<file path="src/rtl/decompress_pkg.sv">
// decompress_pkg: shared FSM states, record geometry and record field positions
package decompress_pkg;
  typedef enum logic [3:0] {IDLE, RD0, W0, RD1, W1, ISSUE, WDONE, WLOW, ADV, FIN} state_t;
  localparam int REC_BYTES = 2;
  localparam int LEN_MSB = 6;
  localparam int LEN_LSB = 0;
  localparam int VAL_BIT = 7;
  function automatic logic [LEN_MSB-LEN_LSB:0] rec_len(input logic [7:0] b);
    return b[LEN_MSB:LEN_LSB];
  endfunction
  function automatic logic rec_val(input logic [7:0] b);
    return b[VAL_BIT];
  endfunction
endpackage

</file>
<file path="src/rtl/bit_index_advance.sv">
// bit_index_advance: next write position after emitting len bits
// ports: byte_i/bit_i current position (bit 7 = MSB), len_i run length,
//        byte_o/bit_o position after the run
module bit_index_advance (
  input  logic [31:0] byte_i,
  input  logic [2:0]  bit_i,
  input  logic [6:0]  len_i,
  output logic [31:0] byte_o,
  output logic [2:0]  bit_o
);
  logic [7:0] span;
  always_comb begin
    span = 8'(3'd7 - bit_i) + 8'(len_i);
    bit_o = bit_i - len_i[2:0];
    byte_o = byte_i + 32'(span[7:3]);
  end
endmodule

</file>
<file path="src/rtl/decompress_feeder.sv">
// decompress_feeder: fetches 2-byte run-length records and feeds them to a bit-writer handler
// ports: clk/RST clock and sync reset; start/src_base/rec_count/dst_byte/dst_bit job setup;
//        mem_rd/mem_addr/mem_rdata/mem_rvalid record memory; in1/in2/byteIndx/bitIndx/work/
//        working/done_in handler handshake; busy/finished/err/total_bits job status
module decompress_feeder
  import decompress_pkg::*;
#(
  parameter int ADDR_W = 16,
  parameter int TIMEOUT = 1024
) (
  input  logic              clk,
  input  logic              RST,
  input  logic              start,
  input  logic [ADDR_W-1:0] src_base,
  input  logic [15:0]       rec_count,
  input  logic [31:0]       dst_byte,
  input  logic [2:0]        dst_bit,
  output logic              mem_rd,
  output logic [ADDR_W-1:0] mem_addr,
  input  logic [7:0]        mem_rdata,
  input  logic              mem_rvalid,
  output logic [7:0]        in1,
  output logic [7:0]        in2,
  output logic [31:0]       byteIndx,
  output logic [2:0]        bitIndx,
  output logic              work,
  output logic              working,
  input  logic              done_in,
  output logic              busy,
  output logic              finished,
  output logic              err,
  output logic [31:0]       total_bits
);
  localparam int TW = $clog2(TIMEOUT + 1);
  state_t state_q, state_d;
  logic [ADDR_W-1:0] base_q;
  logic [15:0] cnt_q, i_q;
  logic [TW-1:0] tmr_q;
  logic [7:0] in1_q, in2_q;
  logic [31:0] byte_q, total_q, byte_nx;
  logic [2:0] bit_q, bit_nx;
  logic err_q, tmo, waiting;
  logic [6:0] len;
  assign len = rec_len(in1_q);
  assign waiting = state_q inside {WDONE, WLOW};
  assign tmo = tmr_q == TW'(TIMEOUT - 1);
  bit_index_advance u_adv (
    .byte_i(byte_q),
    .bit_i(bit_q),
    .len_i(len),
    .byte_o(byte_nx),
    .bit_o(bit_nx)
  );
  always_ff @(posedge clk) state_q <= RST ? IDLE : state_d;
  always_comb begin
    state_d = state_q;
    case (state_q)
      IDLE:    if (start) state_d = rec_count == 16'd0 ? FIN : RD0;
      RD0:     state_d = W0;
      W0:      if (mem_rvalid) state_d = RD1;
      RD1:     state_d = W1;
      W1:      if (mem_rvalid) state_d = len == 7'd0 ? ADV : ISSUE;
      ISSUE:   state_d = WDONE;
      WDONE:   state_d = done_in ? WLOW : tmo ? FIN : WDONE;
      WLOW:    state_d = !done_in ? ADV : tmo ? FIN : WLOW;
      ADV:     state_d = i_q + 16'd1 < cnt_q ? RD0 : FIN;
      FIN:     state_d = IDLE;
      default: state_d = IDLE;
    endcase
  end
  always_comb begin
    mem_rd = state_q inside {RD0, RD1};
    mem_addr = base_q + ADDR_W'(32'(i_q) * REC_BYTES) + ADDR_W'(state_q == RD1);
    work = state_q inside {ISSUE, WDONE};
    working = work;
    busy = state_q != IDLE;
    finished = state_q == FIN;
  end
  // the wait timer restarts whenever the state changes, so WDONE and WLOW are timed separately
  always_ff @(posedge clk) begin
    if (RST) begin
      base_q <= '0;
      cnt_q <= '0;
      i_q <= '0;
      tmr_q <= '0;
      in1_q <= '0;
      in2_q <= '0;
      byte_q <= '0;
      bit_q <= '0;
      total_q <= '0;
      err_q <= 1'b0;
    end else begin
      tmr_q <= waiting && state_d == state_q ? tmr_q + 1'b1 : '0;
      if (state_q == IDLE && start) begin
        base_q <= src_base;
        cnt_q <= rec_count;
        i_q <= '0;
        byte_q <= dst_byte;
        bit_q <= dst_bit;
        total_q <= '0;
        err_q <= 1'b0;
      end
      if (state_q == W0 && mem_rvalid) in1_q <= mem_rdata;
      if (state_q == W1 && mem_rvalid) in2_q <= mem_rdata;
      if (waiting && state_d == FIN) err_q <= 1'b1;
      if (state_q == ADV) begin
        byte_q <= byte_nx;
        bit_q <= bit_nx;
        total_q <= total_q + 32'(len);
        i_q <= i_q + 16'd1;
      end
    end
  end
  assign in1 = in1_q;
  assign in2 = in2_q;
  assign byteIndx = byte_q;
  assign bitIndx = bit_q;
  assign err = err_q;
  assign total_bits = total_q;
endmodule
</file>
<file path="config.mk">
export PLATFORM = sky130hd
export DESIGN_NAME = decompress_feeder
export DESIGN_NICKNAME = d
export VERILOG_FILES = /design/src/rtl/decompress_pkg.sv /design/src/rtl/bit_index_advance.sv /design/src/rtl/decompress_feeder.sv
export SDC_FILE = /design/constraint.sdc
export NUM_CORES = 1
export LEC_CHECK = 0
export ABC_CLOCK_PERIOD_IN_PS = 8000
export CORE_ASPECT_RATIO = 0.6
export CORE_MARGIN = 5
export CORE_UTILIZATION = 40
export CTS_CLUSTER_DIAMETER = 200
export CTS_CLUSTER_SIZE = 40
export DETAILED_ROUTE_END_ITERATION = 10
export GPL_ROUTABILITY_DRIVEN = 0
export GPL_TIMING_DRIVEN = 0
export PLACE_DENSITY = 0.73
export SKIP_CTS_REPAIR_TIMING = 1
export SYNTH_ARGS = -nofsm -noshare
export SYNTH_HDL_FRONTEND = slang
export SYNTH_HIERARCHICAL = 1
export SYNTH_SLANG_ARGS = --single-unit
</file>
<file path="constraint.sdc">
create_clock -name clk -period 8 [get_ports clk]
set_clock_uncertainty 0.2 [all_clocks]
set_input_delay 1.6 -clock clk [delete_from_list [all_inputs] [get_ports clk]]
set_output_delay 1.6 -clock clk [all_outputs]
set_load 0.005 [all_outputs]
</file>
After elaboration in Yosys (flattened, before gate mapping)
Cells that the tools add are included.
- add/subtract/negate cells: 9
- $mul: 0
- div/mod/pow operators: 0
- order comparisons: 1
- equal/unequal tests: 12
- shift operators: 0
- multiplexer cells: 21
- bitwise operators: 1
- reduce and logical (&&, ||, !) cells: 15
- operator list (cell ; count):
    $mux W32 ; 4
    $mux W4 ; 10
    $pmux W4 S9 ; 1
    $add A32 B5 Y32 ; 1
    $add A32 B7 Y32 ; 1
    $mux W16 ; 2
    $add A16 B1 Y16 ; 1
    $add A16 B1 Y16 const B ; 1
    $add A16 B16 Y16 ; 1
    $eq A4 B3 Y1 const B ; 4
    $logic_not A16 Y1 ; 1
    $lt A16 B16 Y1 ; 1
    $eq A4 B4 Y1 const B ; 3
    $add A11 B1 Y11 const B ; 1
    $eq A11 B10 Y1 const B ; 1
    $reduce_bool A2 Y1 ; 5
    $add A8 B7 Y8 ; 1
    $eq A4 B2 Y1 const B ; 2
    $logic_not A7 Y1 ; 1
    $mux W3 ; 2
    $logic_and A1 B1 Y1 ; 5
    $eq A4 B1 Y1 const B ; 1
    $eq A4 B4 Y1 ; 1
    $logic_not A4 Y1 ; 1
    6 further kinds ; 7
- flip-flop bits (word level): 147
- bits in latches: 0
- RAM bits: 0
- memory bits (read-only): 0
- input bits: 80
- output and inout bits: 105
- logic and storage cells: 70
- memories: 0

Longest topological paths before layout
- depth after elaboration: 8
- mapped depth: 16
- mapped depth without buffers: 15

Modules after synthesis
Netlist, hierarchy kept.
- modules (own cells, without submodules) (module ; instances ; cells each ; area each (µm²) ; sequential area each (µm²)):
    decompress_feeder ; 1 ; 969 ; 7678.6 ; 2942.8
    bit_index_advance ; 1 ; 142 ; 967.2 ; 0.0

Least setup slack after synthesis
OpenSTA, ideal clock, no wires.
- path type: register to output
- start point: register state_q[0]
- end point: output port mem_addr[14]
- data arrival time: 2.600 ns
- data required time: 6.200 ns
- slack: 3.600 ns
- cell stages (with the launch flop): 14
- buffers on the path: 2
- cells stage by stage: dfxtp_1 -> buf_6 -> clkbuf_1 -> and3_1 -> ha_1 -> inv_1 -> fa_1 -> nor2b_1 -> o31a_1 -> o21ai_0 -> a211oi_1 -> nor2_1 -> o21ai_0 -> xor2_1
- cells in the longest elaborated chain, start to end: 2
- RTL lines (item ; RTL line ; source):
    from (decl) ; decompress_feeder.sv:35 ; state_t state_q, state_d;
    from (signal assigned) ; decompress_feeder.sv:54 ; always_ff @(posedge clk) state_q <= RST ? IDLE : state_d;
    $eq A4 B2 Y1 ; decompress_feeder.sv:73 ; mem_addr = base_q + ADDR_W'(32'(i_q) * REC_BYTES) + ADDR_W'(state_q == RD1);
    $add A16 B1 Y16 ; decompress_feeder.sv:73 ;
    to (decl) ; decompress_feeder.sv:19 ; output logic [ADDR_W-1:0] mem_addr,
Every way passes these cells.

Worst setup path after layout
- start point: register state_q[1]
- end point: output port mem_addr[14]
The elaborated chain is that of the path after synthesis.

==> summary.md <==
* CP max stage cell: sky130_fd_sc_hd__clkdlybuf4s50_1
* Lkg Pwr: 0.00454 uW
* fraction of layout cells with a size suffix above 1: 4.60%
* average instance area after synthesis: 7.78 sq um
* register cell area after layout: 2940 sq um
* Antenna Nets Post-Route: 0
* register area share after synthesis: 34.0%
* worst IR drop on VDD: 151 uV
* final HPWL from detailed placement: 21300 um
* unrepaired setup endpoints after global routing: no
* critical path's most frequent cell: sky130_fd_sc_hd__o21ai_0
* global routing usage on met3: 6.92%
* number of standard cells after synthesis: 1111
* die width: 200 um
* CP Data Required Time: 6200 ps
* area of combinational cells with multiple inputs: 5270 sq um
* number of iterations in the first detailed-routing pass: 5
* CTS HTree Levels: 4
* placement row count: 41
* port buffer count: 184
* # Max-Cap Violations: 0
* Final Max Slew Viols: 0
* fraction of met2 tracks used by global routing: 33.2%
* total standard cell area after synthesis: 8650 sq um
* crit path time final: 6010 ps
* Layout Cell Area excl Fill: 11500 sq um
* area growth from synthesis to layout: 32.8%
* crit end category: output pin
* total die area: 24800 sq um
* Post-synth EDFFs: 0
* clock-pin transition on the worst setup and hold timing paths: 60 ps
* peak fanout along the critical path: 10
* Mapped Nets: 1242
* number of buffers inserted during clock tree synthesis: 17
* Clock Sinks: 147
* pin count of the biggest net entering global routing: 17
* number of fillers in the final layout: 1983
* global route hottest layer: met2
* wire length of the first global-routing pass: 44000 um
* TritonCTS clock tree: done
* arrival time reported for the critical path endpoint: 4210 ps
* overall global routing resource usage: 22.4%
* crit path cell chain: clkbuf_1, and3_1, ha_1, inv_1, fa_1, nor2b_1, o31a_1, o21ai_0, a211oi_1, nor2_1, o21ai_0, xor2_1, clkdlybuf4s50_1
* buffer levels on the longest clock path: 2
* fmax: 0.166 GHz
* type of the tightest min-delay check: flip-flop to flip-flop
* # nets final: 1445
* post-DR wirelength/cell: 17.4 um
* prevailing post-synth register cell: sky130_fd_sc_hd__dfxtp_1
* Root Buffer: sky130_fd_sc_hd__clkbuf_16
* met1 capacity usage during global routing: 32.0%
* number of different library cells in the post-synthesis netlist: 72
* number of top-level pins: 185
* cell family with most CP delay: buffers and inverters
* pin slew with the least headroom to its limit: 740 ps
* Startpoint Class: flip-flop
* Synth Register Bits: 147
* number of global-route vias before repair: 8320
* DRC errors left: 0
* Async S/R FF share, synth: 0%
* total vias in the final route: 8778
* Setup Crit Path Kind: flip-flop to output pin
* post-layout power: 1980 uW
* starting utilization of the core area: 40.9%
* Overflow after GRT: 0
* antenna violations before repair: 0
* Detailed Route Iter0 Violations: 546
* portion of the clock cycle consumed by the worst path in the final layout: 75.1%
* worst max-slew margin expressed relative to the limit: 50.7%
* antenna diode count: 0
* Die Y-Extent: 124 um
* routed wire length: 28000 um
* standard cell area after detailed placement: 10800 sq um
* largest stage delay on the critical path: 540 ps
* Buf+Inv Stages, Crit Path: 3
* run status: finished, final reports clean
* final hold viol count: 0
* vias per cell: 5.47
* placeable core region: 21100 sq um
* power per cell area: 173 nW/um^2
* clock network latency to the later pin of the worst-skew pair: 430 ps
* number of warning messages in the yosys log: 6
* final setup TNS: 0 ps
* number of failing setup endpoints in the final timing report: 0
==> worst paths after layout <==
check	start	to	slack (ps)	cells past startpoint
setup reg to reg	in1[1]	byteIndx[22]	3780	15
hold reg to reg	cnt_q[12]	cnt_q[12]	260	2
setup / recovery	state_q[1]	mem_addr[14]	1990	13
hold / removal	cnt_q[12]	cnt_q[12]	260	2
==> final cells by class <==
type                       count  area share, %
timing repair buffer         184           16.0
clock buffer                  21           4.01
buffer                        63           2.27
sequential                   147           25.6
multi-input combinational    855           45.9
clock inverter                10           1.57
tap                          279           3.04
inverter                      46           1.50
==> through the flow <==
stage | std cells | setup WS [ps] | utilization [%] | hold WS (ps)
after detailed placement | 1574 | 2500 | 51.3 | 248
after CTS | 1605 | 2040 | 54.3 | 257
final | 1605 | 1990 | 54.3 | 258
after global routing | 1605 | 1790 | 54.3 | 282
after floorplan | 1111 | 3600 | - | 230
after global placement | 1574 | 2620 | 51.3 | 246
==> where the power goes <==
part	leakage (uW)	internal, uW	switching [uW]
clock network	0.000309	567	318
logic	0.00304	140	161
registers	0.00119	763	33.2
==> layer usage <==
layer | share of wire (%) | wire [um] | up-vias
met5 | 0 | 0 | -
met4 | 1.4 | 379 | 0
met3 | 9.1 | 2560 | 36
met2 | 42 | 11700 | 314
met1 | 48 | 13400 | 4122
li1 | - | - | 4306
==> cell families after synthesis <==
| family | share of synthesized area, % |
|---|---|
| adder cells (fa/ha/maj) | 7.73 |
| multiplexers | 2.50 |
| AND/OR/NAND/NOR | 26.1 |
| AO/OA/AOI/OAI | 16.7 |
| buffers and inverters | 5.01 |
| XOR/XNOR | 7.90 |
| flip-flops | 34.0 |
==> worst register-to-register path, cell delays in order, from the launching register on <==
cell and delay, ps:
sky130_fd_sc_hd__dfxtp_1 580, sky130_fd_sc_hd__ha_1 310, sky130_fd_sc_hd__a21o_1 170, sky130_fd_sc_hd__a21oi_1 220, sky130_fd_sc_hd__xnor2_1 170, sky130_fd_sc_hd__ha_1 220, sky130_fd_sc_hd__inv_1 60, sky130_fd_sc_hd__fa_1 400
sky130_fd_sc_hd__nand2b_1 190, sky130_fd_sc_hd__a21oi_1 260, sky130_fd_sc_hd__nor2_1 130, sky130_fd_sc_hd__buf_1 280, sky130_fd_sc_hd__nor4_1 420, sky130_fd_sc_hd__xor2_1 180, sky130_fd_sc_hd__nor2_1 60, sky130_fd_sc_hd__a311oi_1 270
==> state kept, by name (all words and copies together), names as in the netlist <==
signal      flops
cnt_q          16
in2             8
total_bits     32
bitIndx         3
tmr_q          11
i_q            16
err             1
in1             8
state_q         4
byteIndx       32
base_q         16
==> synth_stat cells (24+ instances only) <==
cell type	instances	area, sq um
sky130_fd_sc_hd__dfxtp_1	147	2940
sky130_fd_sc_hd__nand2_1	205	769
sky130_fd_sc_hd__xor2_1	38	333
sky130_fd_sc_hd__nor3_1	24	120
sky130_fd_sc_hd__inv_1	45	169
sky130_fd_sc_hd__nor2_1	117	439
sky130_fd_sc_hd__o21ai_0	25	125
sky130_fd_sc_hd__clkbuf_1	52	195
sky130_fd_sc_hd__nand3_1	48	240
sky130_fd_sc_hd__ha_1	47	588
sky130_fd_sc_hd__xnor2_1	40	350
sky130_fd_sc_hd__a311oi_1	36	315
sky130_fd_sc_hd__a21oi_1	86	430
==> layout by cell type, fill, tap and decap left out, drive strengths merged, types with 10 or more instances in the layout <==
cell type        n
nand2          206
clkdlybuf4s50  184
dfxtp          147
nor2           117
a21oi           86
clkbuf          73
nand3           49
ha              47
inv             45
xnor2           40
xor2            38
a311oi          36
o21ai           27
nor3            26
and3            18
nor4            17
mux2i           16
a21o            12
nand4           11
buf             11
o41ai           10
(Power assumes the default switching activity.)
==> edit: new RTL, config.mk and constraints unchanged <==
Register the output `mem_rd`, without a reset; this adds one clock of latency there. The other outputs are not delayed to match.
--- a/src/rtl/decompress_feeder.sv
+++ b/src/rtl/decompress_feeder.sv
@@ -33,4 +33,6 @@
 );
   localparam int TW = $clog2(TIMEOUT + 1);
+
+  logic mem_rd_d;
   state_t state_q, state_d;
   logic [ADDR_W-1:0] base_q;
@@ -70,5 +72,5 @@
   end
   always_comb begin
-    mem_rd = state_q inside {RD0, RD1};
+    mem_rd_d = state_q inside {RD0, RD1};
     mem_addr = base_q + ADDR_W'(32'(i_q) * REC_BYTES) + ADDR_W'(state_q == RD1);
     work = state_q inside {ISSUE, WDONE};
@@ -118,3 +120,7 @@
   assign err = err_q;
   assign total_bits = total_q;
+  always_ff @(posedge clk) begin
+    mem_rd <= mem_rd_d;
+  end
+
 endmodule
Behaviour: not the same (a bounded check fails within 4 cycles, from zero or initial values and one cycle with RST high).
==> edit against the original RTL <==
  * Wire length is 0.28% higher
  * Sequential cell count increased by 1
  * Sequential power rose by 0.5%
  * First-iteration DRC count is 42% higher
  * Design area increased by 0.24%
  * Register-to-register slack gained 0.02 ns
  * Synthesized area up 0.23%
  * Setup slack gained 0.093 ns
  * Synthesized cell count barely moved
  * Combinational power barely moved
  * Power is 0.26% higher
==> edit: results <==
metrics = {
    "timing": {
        "hold_ws_ns": 0.259,
        "worst-slew-pin-transition_ns": 0.733,
    },
    "synthesis": {
        "syn_inst": 1112,
        "ys_top_cells_by_area": "sky130_fd_sc_hd__dfxtp_1, sky130_fd_sc_hd__nand2_1, sky130_fd_sc_hd__ha_1",
        "post_synth_most_frequent_cells": "sky130_fd_sc_hd__nand2_1, sky130_fd_sc_hd__dfxtp_1, sky130_fd_sc_hd__nor2_1, sky130_fd_sc_hd__a21oi_1, sky130_fd_sc_hd__clkbuf_1",
        "synth_seq_area_share_pct": 34.2,
        "syn_nets": 1243,
    },
    "hold_path": {
        "holdPathEnd": "cnt_q[14]",
    },
    "grt": {
        "initial_antenna_violation_count": 1,
        "grt_pass1_vias": 8307,
        "first_pass_grt_wire_length_um": 44100,
        "grt_util_all_layers_pct": 22.4,
    },
    "pwr": {
        "power.ir.vdd_worst_uv": 157,
        "power.leakage_nw": 4.55,
        "internal_power_w": 0.00147,
    },
    "placement": {
        "pre_cts_ws_ns": 2.55,
        "placed_cells_incl_taps": 1575,
        "placed_cell_area_um2": 10900,
        "place_hpwl_um": 21400,
    },
    "detailed_routing": {
        "detailedRoute.firstPassIterationCount": 7,
        "vias": 8808,
        "wl_um": 28100,
        "routed_wire_length_per_instance_um": 17.5,
    },
    "critical_path": {
        "rr_worst_depth": 15,
        "worst-endpoint-arrival_ns": 4.12,
        "rrSetupSlack_ns": 3.80,
    },
    "cells_and_area": {
        "finish.net_count": 1446,
        "area_growth_syn_to_layout_pct": 32.8,
        "drive_gt1_share_pct": 4.59,
        "num_antenna_cells": 0,
    },
    "cts": {
        "clk_pin_slew_ns": 0.06,
    },
    "run_status": {
        "run_status": "completed",
    },
}
## edit: cell count changes in the layout (fill, tap and decap cells not counted)
cell,change
sky130_fd_sc_hd__clkbuf_8,+3
sky130_fd_sc_hd__clkinv_2,-3
sky130_fd_sc_hd__bufinv_16,-1
sky130_fd_sc_hd__clkbuf_1,+1
sky130_fd_sc_hd__clkinvlp_4,+1
sky130_fd_sc_hd__dfxtp_1,+1
## edit: cell type report
cell class	count	share of cell area (%)
Clock buffer	25	4.39
Buffer	63	2.26
Tap cell	279	3.03
Timing Repair Buffer	184	16.0
Multi-Input combinational cell	855	45.8
Inverter	46	1.50
Sequential cell	148	25.8
Clock inverter	7	1.24
## edit: power groups by stage
stage	combinational, W	clock, W	sequential [W]
2_1_floorplan	0.000149	0	0.000810
3_3_place_gp	0.000292	0	0.000816
3_5_place_dp	0.000298	0	0.000817
4_1_cts	0.000300	0.000897	0.000801
5_1_grt	0.000329	0.000933	0.000806
6_report	0.000300	0.000885	0.000801
## edit: cell families after synthesis
family	Yosys count	share of synthesized area [%]
muxes	21	2.50
AOI/OAI and AO/OA	218	16.6
and+or+nand+nor	487	26.1
xor gates and xnor gates	78	7.88
DFF	148	34.2
adders and majority gates	51	7.71
buffers and inverters	109	5.00
## edit: critical path, stage by stage, from the launching register on
cell and delay, ns:
sky130_fd_sc_hd__dfxtp_1 0.32, sky130_fd_sc_hd__buf_6 0.14, sky130_fd_sc_hd__clkbuf_1 0.34, sky130_fd_sc_hd__and3_1 0.35, sky130_fd_sc_hd__ha_1 0.23, sky130_fd_sc_hd__inv_1 0.07
sky130_fd_sc_hd__fa_1 0.40, sky130_fd_sc_hd__nor2b_1 0.17, sky130_fd_sc_hd__o31a_1 0.16, sky130_fd_sc_hd__o21ai_0 0.13, sky130_fd_sc_hd__a211oi_1 0.35, sky130_fd_sc_hd__nor2_1 0.11
sky130_fd_sc_hd__o21ai_0 0.21, sky130_fd_sc_hd__xor2_1 0.19, sky130_fd_sc_hd__clkdlybuf4s50_1 0.53
## edit: worst max path at each step
stage                           from           end  slack (ns)  depth (start not counted)
after floorplan           state_q[0]  mem_addr[14]        3.60                         13
after global placement    state_q[0]  mem_addr[14]        2.64                         14
after detailed placement  state_q[0]  mem_addr[14]        2.55                         14
after CTS                 state_q[0]  mem_addr[14]        2.09                         14
after global routing      state_q[0]  mem_addr[14]        1.75                         14
final                     state_q[0]  mem_addr[14]        2.08                         14
## edit: routing by layer
| layer | GRT usage, % | part of all wire, % |
|---|---|---|
| met3 | 6.73 | 9.9 |
| met2 | 31.6 | 40 |
| met1 | 32.8 | 48 |
| met5 | 0 | 0.046 |
| met4 | 6.40 | 1.8 |
